## src/rtl/baby_store_if.sv

```systemverilog
// Bundles the CPU memory port, host loader port and run/clear controls of the main store.
// The slave modport is the store; the master modport is the CPU/host side driving it.
interface baby_store_if;
   logic [4:0]  cpu_addr_i;
   logic [31:0] cpu_data_i;
   logic        cpu_rw_en_i;
   logic [31:0] cpu_data_o;
   logic        cpu_hold_o;
   logic        ld_valid_i;
   logic        ld_ready_o;
   logic [4:0]  ld_addr_i;
   logic [31:0] ld_data_i;
   logic [31:0] ld_rdata_o;
   logic        clear_i;
   logic        run_i;
   logic        busy_o;

   modport slave (
      input  cpu_addr_i, cpu_data_i, cpu_rw_en_i,
      output cpu_data_o, cpu_hold_o,
      input  ld_valid_i, ld_addr_i, ld_data_i,
      output ld_ready_o, ld_rdata_o,
      input  clear_i, run_i,
      output busy_o
   );

   modport master (
      output cpu_addr_i, cpu_data_i, cpu_rw_en_i,
      input  cpu_data_o, cpu_hold_o,
      output ld_valid_i, ld_addr_i, ld_data_i,
      input  ld_ready_o, ld_rdata_o,
      output clear_i, run_i,
      input  busy_o
   );
endinterface

```

## src/rtl/baby_store.sv

```systemverilog
// 32x32 main store for the Baby CPU with host loader, sequenced clear and CPU run/hold control.
// Reads are combinational on both ports; one write source per cycle is chosen by the FSM state.
module baby_store (
   input  logic         clock,
   input  logic         reset_n_i,
   baby_store_if.slave  bus
);

   typedef enum logic [1:0] {
      S_HOLD  = 2'd0,
      S_CLEAR = 2'd1,
      S_RUN   = 2'd2
   } state_t;

   state_t      state_q, state_d;
   logic [4:0]  cnt_q, cnt_d;
   logic [31:0] mem_q [32];

   logic        mem_we;
   logic [4:0]  mem_waddr;
   logic [31:0] mem_wdata;
   logic        hold, ready, busy;

   always_ff @(posedge clock or negedge reset_n_i) begin
      if (!reset_n_i) begin
         state_q <= S_HOLD;
         cnt_q   <= 5'd0;
      end else begin
         state_q <= state_d;
         cnt_q   <= cnt_d;
      end
   end

   always_comb begin
      state_d = state_q;
      cnt_d   = cnt_q;
      case (state_q)
         S_HOLD: begin
            if (bus.clear_i) begin
               state_d = S_CLEAR;
               cnt_d   = 5'd0;
            end else if (bus.run_i) begin
               state_d = S_RUN;
            end
         end
         S_CLEAR: begin
            // Counter wraps to 0 naturally after word 31, ready for the next clear.
            cnt_d = cnt_q + 5'd1;
            if (cnt_q == 5'd31) begin
               state_d = S_HOLD;
            end
         end
         S_RUN: begin
            if (!bus.run_i) begin
               state_d = S_HOLD;
            end
         end
         default: state_d = S_HOLD;
      endcase
   end

   always_comb begin
      hold      = 1'b1;
      ready     = 1'b0;
      busy      = 1'b0;
      mem_we    = 1'b0;
      mem_waddr = bus.ld_addr_i;
      mem_wdata = bus.ld_data_i;
      case (state_q)
         S_HOLD: begin
            ready  = 1'b1;
            mem_we = bus.ld_valid_i;
         end
         S_CLEAR: begin
            busy      = 1'b1;
            mem_we    = 1'b1;
            mem_waddr = cnt_q;
            mem_wdata = 32'd0;
         end
         S_RUN: begin
            hold      = 1'b0;
            mem_we    = bus.cpu_rw_en_i;
            mem_waddr = bus.cpu_addr_i;
            mem_wdata = bus.cpu_data_i;
         end
         default: begin
            hold = 1'b1;
         end
      endcase
   end

   // Storage is deliberately not reset so an aborted clear leaves untouched words intact.
   always_ff @(posedge clock) begin
      if (mem_we) begin
         mem_q[mem_waddr] <= mem_wdata;
      end
   end

   assign bus.cpu_data_o = mem_q[bus.cpu_addr_i];
   assign bus.ld_rdata_o = mem_q[bus.ld_addr_i];
   assign bus.cpu_hold_o = hold;
   assign bus.ld_ready_o = ready;
   assign bus.busy_o     = busy;

endmodule

```

## src/flat_wrapper.sv

```systemverilog
// flat-port wrapper written by rule: the top's interface ports become plain ports
module baby_store_flat 
  (clock, reset_n_i, bus_cpu_addr_i, bus_cpu_data_i, bus_cpu_rw_en_i, bus_cpu_data_o, bus_cpu_hold_o, bus_ld_valid_i, bus_ld_addr_i, bus_ld_data_i, bus_ld_ready_o, bus_ld_rdata_o, bus_clear_i, bus_run_i, bus_busy_o);
  baby_store_if bus_i ();
  input  logic clock;
  input  logic reset_n_i;
  input wire logic [$bits(bus_i.cpu_addr_i)-1:0] bus_cpu_addr_i;
  input wire logic [$bits(bus_i.cpu_data_i)-1:0] bus_cpu_data_i;
  input wire logic [$bits(bus_i.cpu_rw_en_i)-1:0] bus_cpu_rw_en_i;
  output wire logic [$bits(bus_i.cpu_data_o)-1:0] bus_cpu_data_o;
  output wire logic [$bits(bus_i.cpu_hold_o)-1:0] bus_cpu_hold_o;
  input wire logic [$bits(bus_i.ld_valid_i)-1:0] bus_ld_valid_i;
  input wire logic [$bits(bus_i.ld_addr_i)-1:0] bus_ld_addr_i;
  input wire logic [$bits(bus_i.ld_data_i)-1:0] bus_ld_data_i;
  output wire logic [$bits(bus_i.ld_ready_o)-1:0] bus_ld_ready_o;
  output wire logic [$bits(bus_i.ld_rdata_o)-1:0] bus_ld_rdata_o;
  input wire logic [$bits(bus_i.clear_i)-1:0] bus_clear_i;
  input wire logic [$bits(bus_i.run_i)-1:0] bus_run_i;
  output wire logic [$bits(bus_i.busy_o)-1:0] bus_busy_o;
  assign bus_i.cpu_addr_i = bus_cpu_addr_i;
  assign bus_i.cpu_data_i = bus_cpu_data_i;
  assign bus_i.cpu_rw_en_i = bus_cpu_rw_en_i;
  assign bus_cpu_data_o = bus_i.cpu_data_o;
  assign bus_cpu_hold_o = bus_i.cpu_hold_o;
  assign bus_i.ld_valid_i = bus_ld_valid_i;
  assign bus_i.ld_addr_i = bus_ld_addr_i;
  assign bus_i.ld_data_i = bus_ld_data_i;
  assign bus_ld_ready_o = bus_i.ld_ready_o;
  assign bus_ld_rdata_o = bus_i.ld_rdata_o;
  assign bus_i.clear_i = bus_clear_i;
  assign bus_i.run_i = bus_run_i;
  assign bus_busy_o = bus_i.busy_o;
  baby_store u_core (.clock(clock), .reset_n_i(reset_n_i), .bus(bus_i));
endmodule
```

## config.mk

```make
export PLATFORM = sky130hd
export DESIGN_NAME = baby_store_flat
export DESIGN_NICKNAME = d
export VERILOG_FILES = /design/src/rtl/baby_store_if.sv /design/src/rtl/baby_store.sv /design/src/flat_wrapper.sv
export SDC_FILE = /design/constraint.sdc
export NUM_CORES = 1
export LEC_CHECK = 0
export CAP_MARGIN = 25
export CORE_MARGIN = 2
export CORE_UTILIZATION = 40
export CTS_CLUSTER_SIZE = 8
export DETAILED_ROUTE_END_ITERATION = 8
export HOLD_SLACK_MARGIN = 0.03
export PLACE_DENSITY_LB_ADDON = 0.05
export SYNTH_ARGS = -nofsm -noshare
export SYNTH_HDL_FRONTEND = slang
export SYNTH_SLANG_ARGS = --single-unit
```

## constraint.sdc

```tcl
create_clock -name clock -period 5.85 [get_ports clock]
set_input_delay 1.17 -clock clock [delete_from_list [all_inputs] [get_ports clock]]
set_output_delay 1.17 -clock clock [all_outputs]
set_load 0.01 [all_outputs]
```

==> flow_summary.ini, run 1 <==
[run_status]
outcome = completed

[synthesis]
synthesis.area_per_instance_sq_um = 14.0
synth-async-reset-ratio_pct = 0.679
synthDistinctLibCells = 30
post-synth-top-count-cell = mux2i_1
synthesis.instances = 3560
synth.ff_latch_count = 1031
yosysWarnings = 0
synth_area_leaders = edfxtp_1 62%, mux2i_1 21%, a22oi_1 3.0%
postSynth.topFlopCell = edfxtp_1
synth.cell_area_sq_mm = 0.0498
synth_top_cell_by_area = edfxtp_1
seq_area_frac_synth_pct = 62.1
number_of_enable_flip_flop_cells_after_synthesis = 1024
synth.cells.most_frequent = 1,026 x mux2i_1, 1,024 x edfxtp_1, 226 x nand3_1
yosys.area.top_type_share_pct = 61.7
synthesis.nets = 3646

[final_layout]
post-route-util_pct = 47.1
multi_input_area_sq_mm = 0.0176
sequential_cell_area_sq_mm = 0.0309
num-fill-cells = 10800
nets = 3864
layout-drive-gt1-share_pct = 11.4
layout-area-overhead-vs-synth_pct = 16.8

[detailed_routing]
route.met3.wl_um = 12700
vias_per_cell = 6.14
remaining_drc_errors = 0
drt_iter0_drc = 3454
drt-total-wl_um = 175000
met2_wirelength_um = 80300
detail_route.wirelength.met1_um = 74500
routed-via-count = 33300
maxUsedRoutingLayer = met5
drt-pass1-iter-count = 6
routed_len_inst_um = 32.2
ant_nets = 0

[pwr]
p_int_mw = 16.1
power_frac_seq_pct = 44.8
power.share.clock_pct = 32.5
switchingPower_mw = 7.17
switching_share_pct = 30.8
worst_ir_drop_on_vdd_uv = 312
power.share.combinational_pct = 22.7
static-leakage-power_nw = 21.7
cellPowerDensity_mw_per_mm2 = 400

[cts]
path_clk_slew_ps = 50
cts.repair.resized = 0
ctsRootBufferMaster = clkbuf_16
clock_latency_reported_for_the_late_side_of_the_worst_skew_pair_ps = 760
clock_tree_from_tritoncts = built
post-cts-setup-buffer-count = 0
cts_inserted_buffers = 146
clock_path_buffers = 3
clock_sink_count = 1031
cts_hold_buf = 0
h_tree_levels = 4

[critical_path]
crit_top_cell = clkdlybuf4s50_1
cp-end-kind = output pin
start_kind = input pin
setup.worst_path.class = input pin to output pin
slowest_cell_on_the_critical_path = clkdlybuf4s50_1
critical-path-max-stage-delay_ps = 760
worstPathMaxFanout = 18
timing.critical_path.required_ps = 4680
cp.arrival_ps = 4350
cells_traversed_along_the_worst_timing_path = clkdlybuf4s50_1 > nor2b_4 > buf_12 > a22o_1 > nor3_1 > a31oi_1 > nand3_1 > clkdlybuf4s50_1

[timing]
worst_clock_skew_ps = 22.7
fin_crit_period_ps = 5520
slew-limit-headroom_pct = 29.2
final-hold-violation-count = 0
rsz0062_at_grt = no
holdWs_ps = 549
setup_viol = 0
finalCritPeriodShare_pct = 94.3
achievable-frequency_ghz = 0.181
setup_tns_ps = 0
max_slew.worst_pin.slew_ps = 1060
drv_slew = 0

[place]
port-buffer-count = 146
place_congestion = 0.824
hpwl_um = 101000

[grt]
overall_track_demand_over_capacity_in_global_routing_pct = 27.1
grt_start_max_net_pins = 71
grt_pass1_vias = 33800
initial_antenna_violation_count = 9
grt_first_pass_wirelength_um = 244000
overflow = 0

[worst_hold_path]
min_path_type = flip-flop to flip-flop

[floorplanning]
floorplan.core_area_sq_mm = 0.124
die_width_um = 357
dieArea_sq_mm = 0.127
boundaryPins = 147
starting_density_pct = 40.3
die_h_um = 357
num_rows = 129

[flow_run]
number_of_max_cap_violations = 0
final timing paths:
kind / startpoint / end / slack, ps / depth (start not counted)
max in group asynchronous: reset_n_i / u_core.cnt_q[3] / 4880 / 1
min in group asynchronous: reset_n_i / u_core.state_q[1] / 710 / 1
max: bus_cpu_addr_i[1] / bus_cpu_data_o[15] / 330 / 8
max reg2reg: u_core.state_q[0] / u_core.mem_q[27][19] / 1710 / 8
min reg2reg: u_core.cnt_q[4] / u_core.cnt_q[4] / 550 / 1
min: u_core.cnt_q[4] / u_core.cnt_q[4] / 550 / 1
routing by layer:
| metal | GRT usage [%] | vias to the layer above |
|---|---|---|
| met5 | 0 | - |
| li1 | - | 14400 |
| met1 | 36.1 | 17200 |
| met2 | 42.6 | 1387 |
| met3 | 5.99 | 347 |
| met4 | 11.9 | 6 |
metrics by stage:
stage                     std cells  worst slack, ps  area [sq um]  total power [mW]
after floorplan                3560             1930         49800              13.1
after global placement         5259              409         54200              15.6
after detailed placement       5264              395         54200              15.8
after CTS                      5427              390         58200              23.4
after global routing           5430              314         58200              24.1
final                          5432              335         58200              23.3
registers in the layout (all words and copies together) (netlist names):
register	flops
u_core.mem_q	1024
u_core.state_q	2
u_core.cnt_q	5
critical path, delay by kind of cell:
family	cells	cell delay (ps)
AO/OA/AOI/OAI	2	590
buffers and inverters	3	1610
AND/OR/NAND/NOR	3	950
area by class of cell:
class	instances	share of cell area, %
timing repair buffer	335	6.18
clock inverter	3	0.0580
tap	1637	3.52
clock buffer	160	6.66
antenna	2	0.00860
multi-input combinational	2228	30.2
sequential	1031	53.1
inverter	36	0.232
cells in the final DEF, fill, tap and decap left out, drive strengths merged, types with 7 or more instances in the layout:
master	Yosys	layout
clkdlybuf4s50	0	144
a22o	132	132
a21oi	196	196
buf	189	191
nor3	65	65
clkbuf	76	160
nand3	226	226
o21ai	37	37
mux2i	1026	1026
nor2	43	43
a31oi	65	65
dfrtp	7	7
inv	36	38
a22oi	196	196
nand2	212	212
edfxtp	1024	1024
power groups by stage:
stage	logic [mW]	registers, mW	clock network, mW
CTS	5.23	10.4	7.71
detailed placement	5.23	10.6	0
global route	5.60	10.5	7.99
global placement	5.06	10.5	0
finish	5.28	10.4	7.58
floorplan	2.48	10.6	0
logic make-up (layout without fill, tap and decap cells):
logic type	after synthesis	count (layout)	share of synthesized area, %
flip-flops	1031	1031	62.1
other	0	2	0
multiplexers	1026	1026	20.6
buffers and inverters	301	534	3.55
adder cells (fa/ha/maj)	6	6	0.151
AO/OA/AOI/OAI	633	633	8.55
AND/OR/NAND/NOR	563	563	5.08
Power figures use the tool's default switching activity.
==> inputs of run 2 (changes only) <==
--- a/config.mk
+++ b/config.mk
@@ -8,7 +8,7 @@
 export CAP_MARGIN = 25
 export CORE_MARGIN = 2
 export CORE_UTILIZATION = 40
-export CTS_CLUSTER_SIZE = 8
+export CTS_CLUSTER_SIZE = 30
 export DETAILED_ROUTE_END_ITERATION = 8
 export HOLD_SLACK_MARGIN = 0.03
 export PLACE_DENSITY_LB_ADDON = 0.05
==> flow_summary.ini, run 2 (synthesized netlist as in run 1, its figures left out) <==
[grt]
grt_start_max_net_pins = 71
overflow = 0
overall_track_demand_over_capacity_in_global_routing_pct = 26.8
grt_first_pass_wirelength_um = 244000
initial_antenna_violation_count = 4
grt_pass1_vias = 33600

[place]
dp_slack_ps = 395
place_congestion = 0.824
port-buffer-count = 146
hpwl_um = 101000

[floorplanning]
starting_density_pct = 40.3
die_h_um = 357
boundaryPins = 147
dieArea_sq_mm = 0.127
num_rows = 129
floorplan.core_area_sq_mm = 0.124
die_width_um = 357

[detailed_routing]
met2_wirelength_um = 82700
route.met3.wl_um = 9320
remaining_drc_errors = 0
vias_per_cell = 6.06
ant_nets = 0
maxUsedRoutingLayer = met5
routed-via-count = 33200
drt-total-wl_um = 174000
drt_iter0_drc = 3112
drt-pass1-iter-count = 7
routed_len_inst_um = 31.7
detail_route.wirelength.met1_um = 77000

[cts]
clock_tree_from_tritoncts = built
post-cts-setup-buffer-count = 0
clock_path_buffers = 3
ctsRootBufferMaster = clkbuf_16
clock_latency_reported_for_the_late_side_of_the_worst_skew_pair_ps = 710
cts_inserted_buffers = 112
cts.repair.resized = 0
h_tree_levels = 3
clock_sink_count = 1031
path_clk_slew_ps = 60
cts_hold_buf = 0

[final_layout]
nets = 3830
multi_input_area_sq_mm = 0.0176
layout-area-overhead-vs-synth_pct = 15.9
layout-drive-gt1-share_pct = 11.2
num-fill-cells = 10900
sequential_cell_area_sq_mm = 0.0309
layout.cells.most_common = mux2i_1
largest_register_ff_count = 1024
biggestRegsByFlops = u_core.mem_q (1024), u_core.cnt_q (5), u_core.state_q (2)
largest-register = u_core.mem_q
most_frequent_cells_in_the_layout = 1,026 x mux2i_1, 1,024 x edfxtp_1, 226 x nand3_1

[timing]
drv_slew = 0
worst_clock_skew_ps = 15.4
final-hold-violation-count = 0
slew-limit-headroom_pct = 31.1
holdWs_ps = 549
max_slew.worst_pin.slew_ps = 1030
finalCritPeriodShare_pct = 94.5
setup_tns_ps = 0
setup_ws_ps = 323
rsz0062_at_grt = no
fin_crit_period_ps = 5530
setup_viol = 0
achievable-frequency_ghz = 0.181

[pwr]
worst_ir_drop_on_vdd_uv = 293
cellPowerDensity_mw_per_mm2 = 388
static-leakage-power_nw = 21.4
totalPowerFinal_mw = 22.4

[critical_path]
setup.worst_path.class = input pin to output pin
worstPathMaxFanout = 32
cp.arrival_ps = 4360
cp-end-kind = output pin
start_kind = input pin
timing.critical_path.required_ps = 4680

[run_status]
outcome = completed

[worst_hold_path]
min_path_type = flip-flop to flip-flop

[flow_run]
number_of_max_cap_violations = 0
run 2: changes by cell type in the layout (fill, tap and decap cells not counted), sizes merged:
| cell | previous run | this run |
|---|---|---|
| bufinv | 0 | 6 |
| clkbuf | 160 | 139 |
| clkinv | 1 | 52 |
| clkinvlp | 0 | 4 |
| diode | 2 | 3 |
| inv | 38 | 40 |
run 2: power by group:
group          total, mW  leakage [nW]  internal, mW  switching [mW]
Combinational       5.28          10.3          1.39            3.89
Clock               6.73          1.69          3.80            2.94
Sequential          10.4          9.42          10.1           0.283
run 2: metal layers:
layer	track usage, %	vias to the layer above
met4	7.92	4
met3	3.33	241
li1	-	14400
met5	0	-
met2	44.1	1165
met1	37.2	17400
run 2: layout make-up:
type,instances,area share [%]
Tap cell,1637,3.55
Inverter,36,0.234
Sequential cell,1031,53.6
Multi-Input combinational cell,2228,30.5
Timing Repair Buffer,335,6.23
Clock inverter,66,0.882
Antenna cell,3,0.0130
Clock buffer,139,5.07
run 2: worst paths after layout:
path	from	end	slack [ps]	cells past startpoint
max	bus_ld_addr_i[2]	bus_ld_rdata_o[1]	320	9
min	u_core.cnt_q[4]	u_core.cnt_q[4]	550	1
max reg2reg	u_core.state_q[0]	u_core.mem_q[29][25]	1690	8
min reg2reg	u_core.cnt_q[4]	u_core.cnt_q[4]	550	1
max in group asynchronous	reset_n_i	u_core.cnt_q[3]	4830	1
min in group asynchronous	reset_n_i	u_core.state_q[1]	760	1
run 2: metrics by stage:
stage          instance area [sq um]  utilization [%]  instances
2_1_floorplan                  49800                -       3560
6_report                       57700             46.7       5475
5_1_grt                        57700             46.7       5472
4_1_cts                        57700             46.6       5469
3_3_place_gp                   54200             43.8       5259
3_5_place_dp                   54200             43.9       5264
run 2: critical path, stage by stage:
cell	delay [ps]
clkdlybuf4s50_1	680
and2_4	510
buf_12	340
buf_4	380
a22o_1	180
nor3_1	40
a31oi_1	340
nand3_1	150
clkdlybuf4s50_1	520
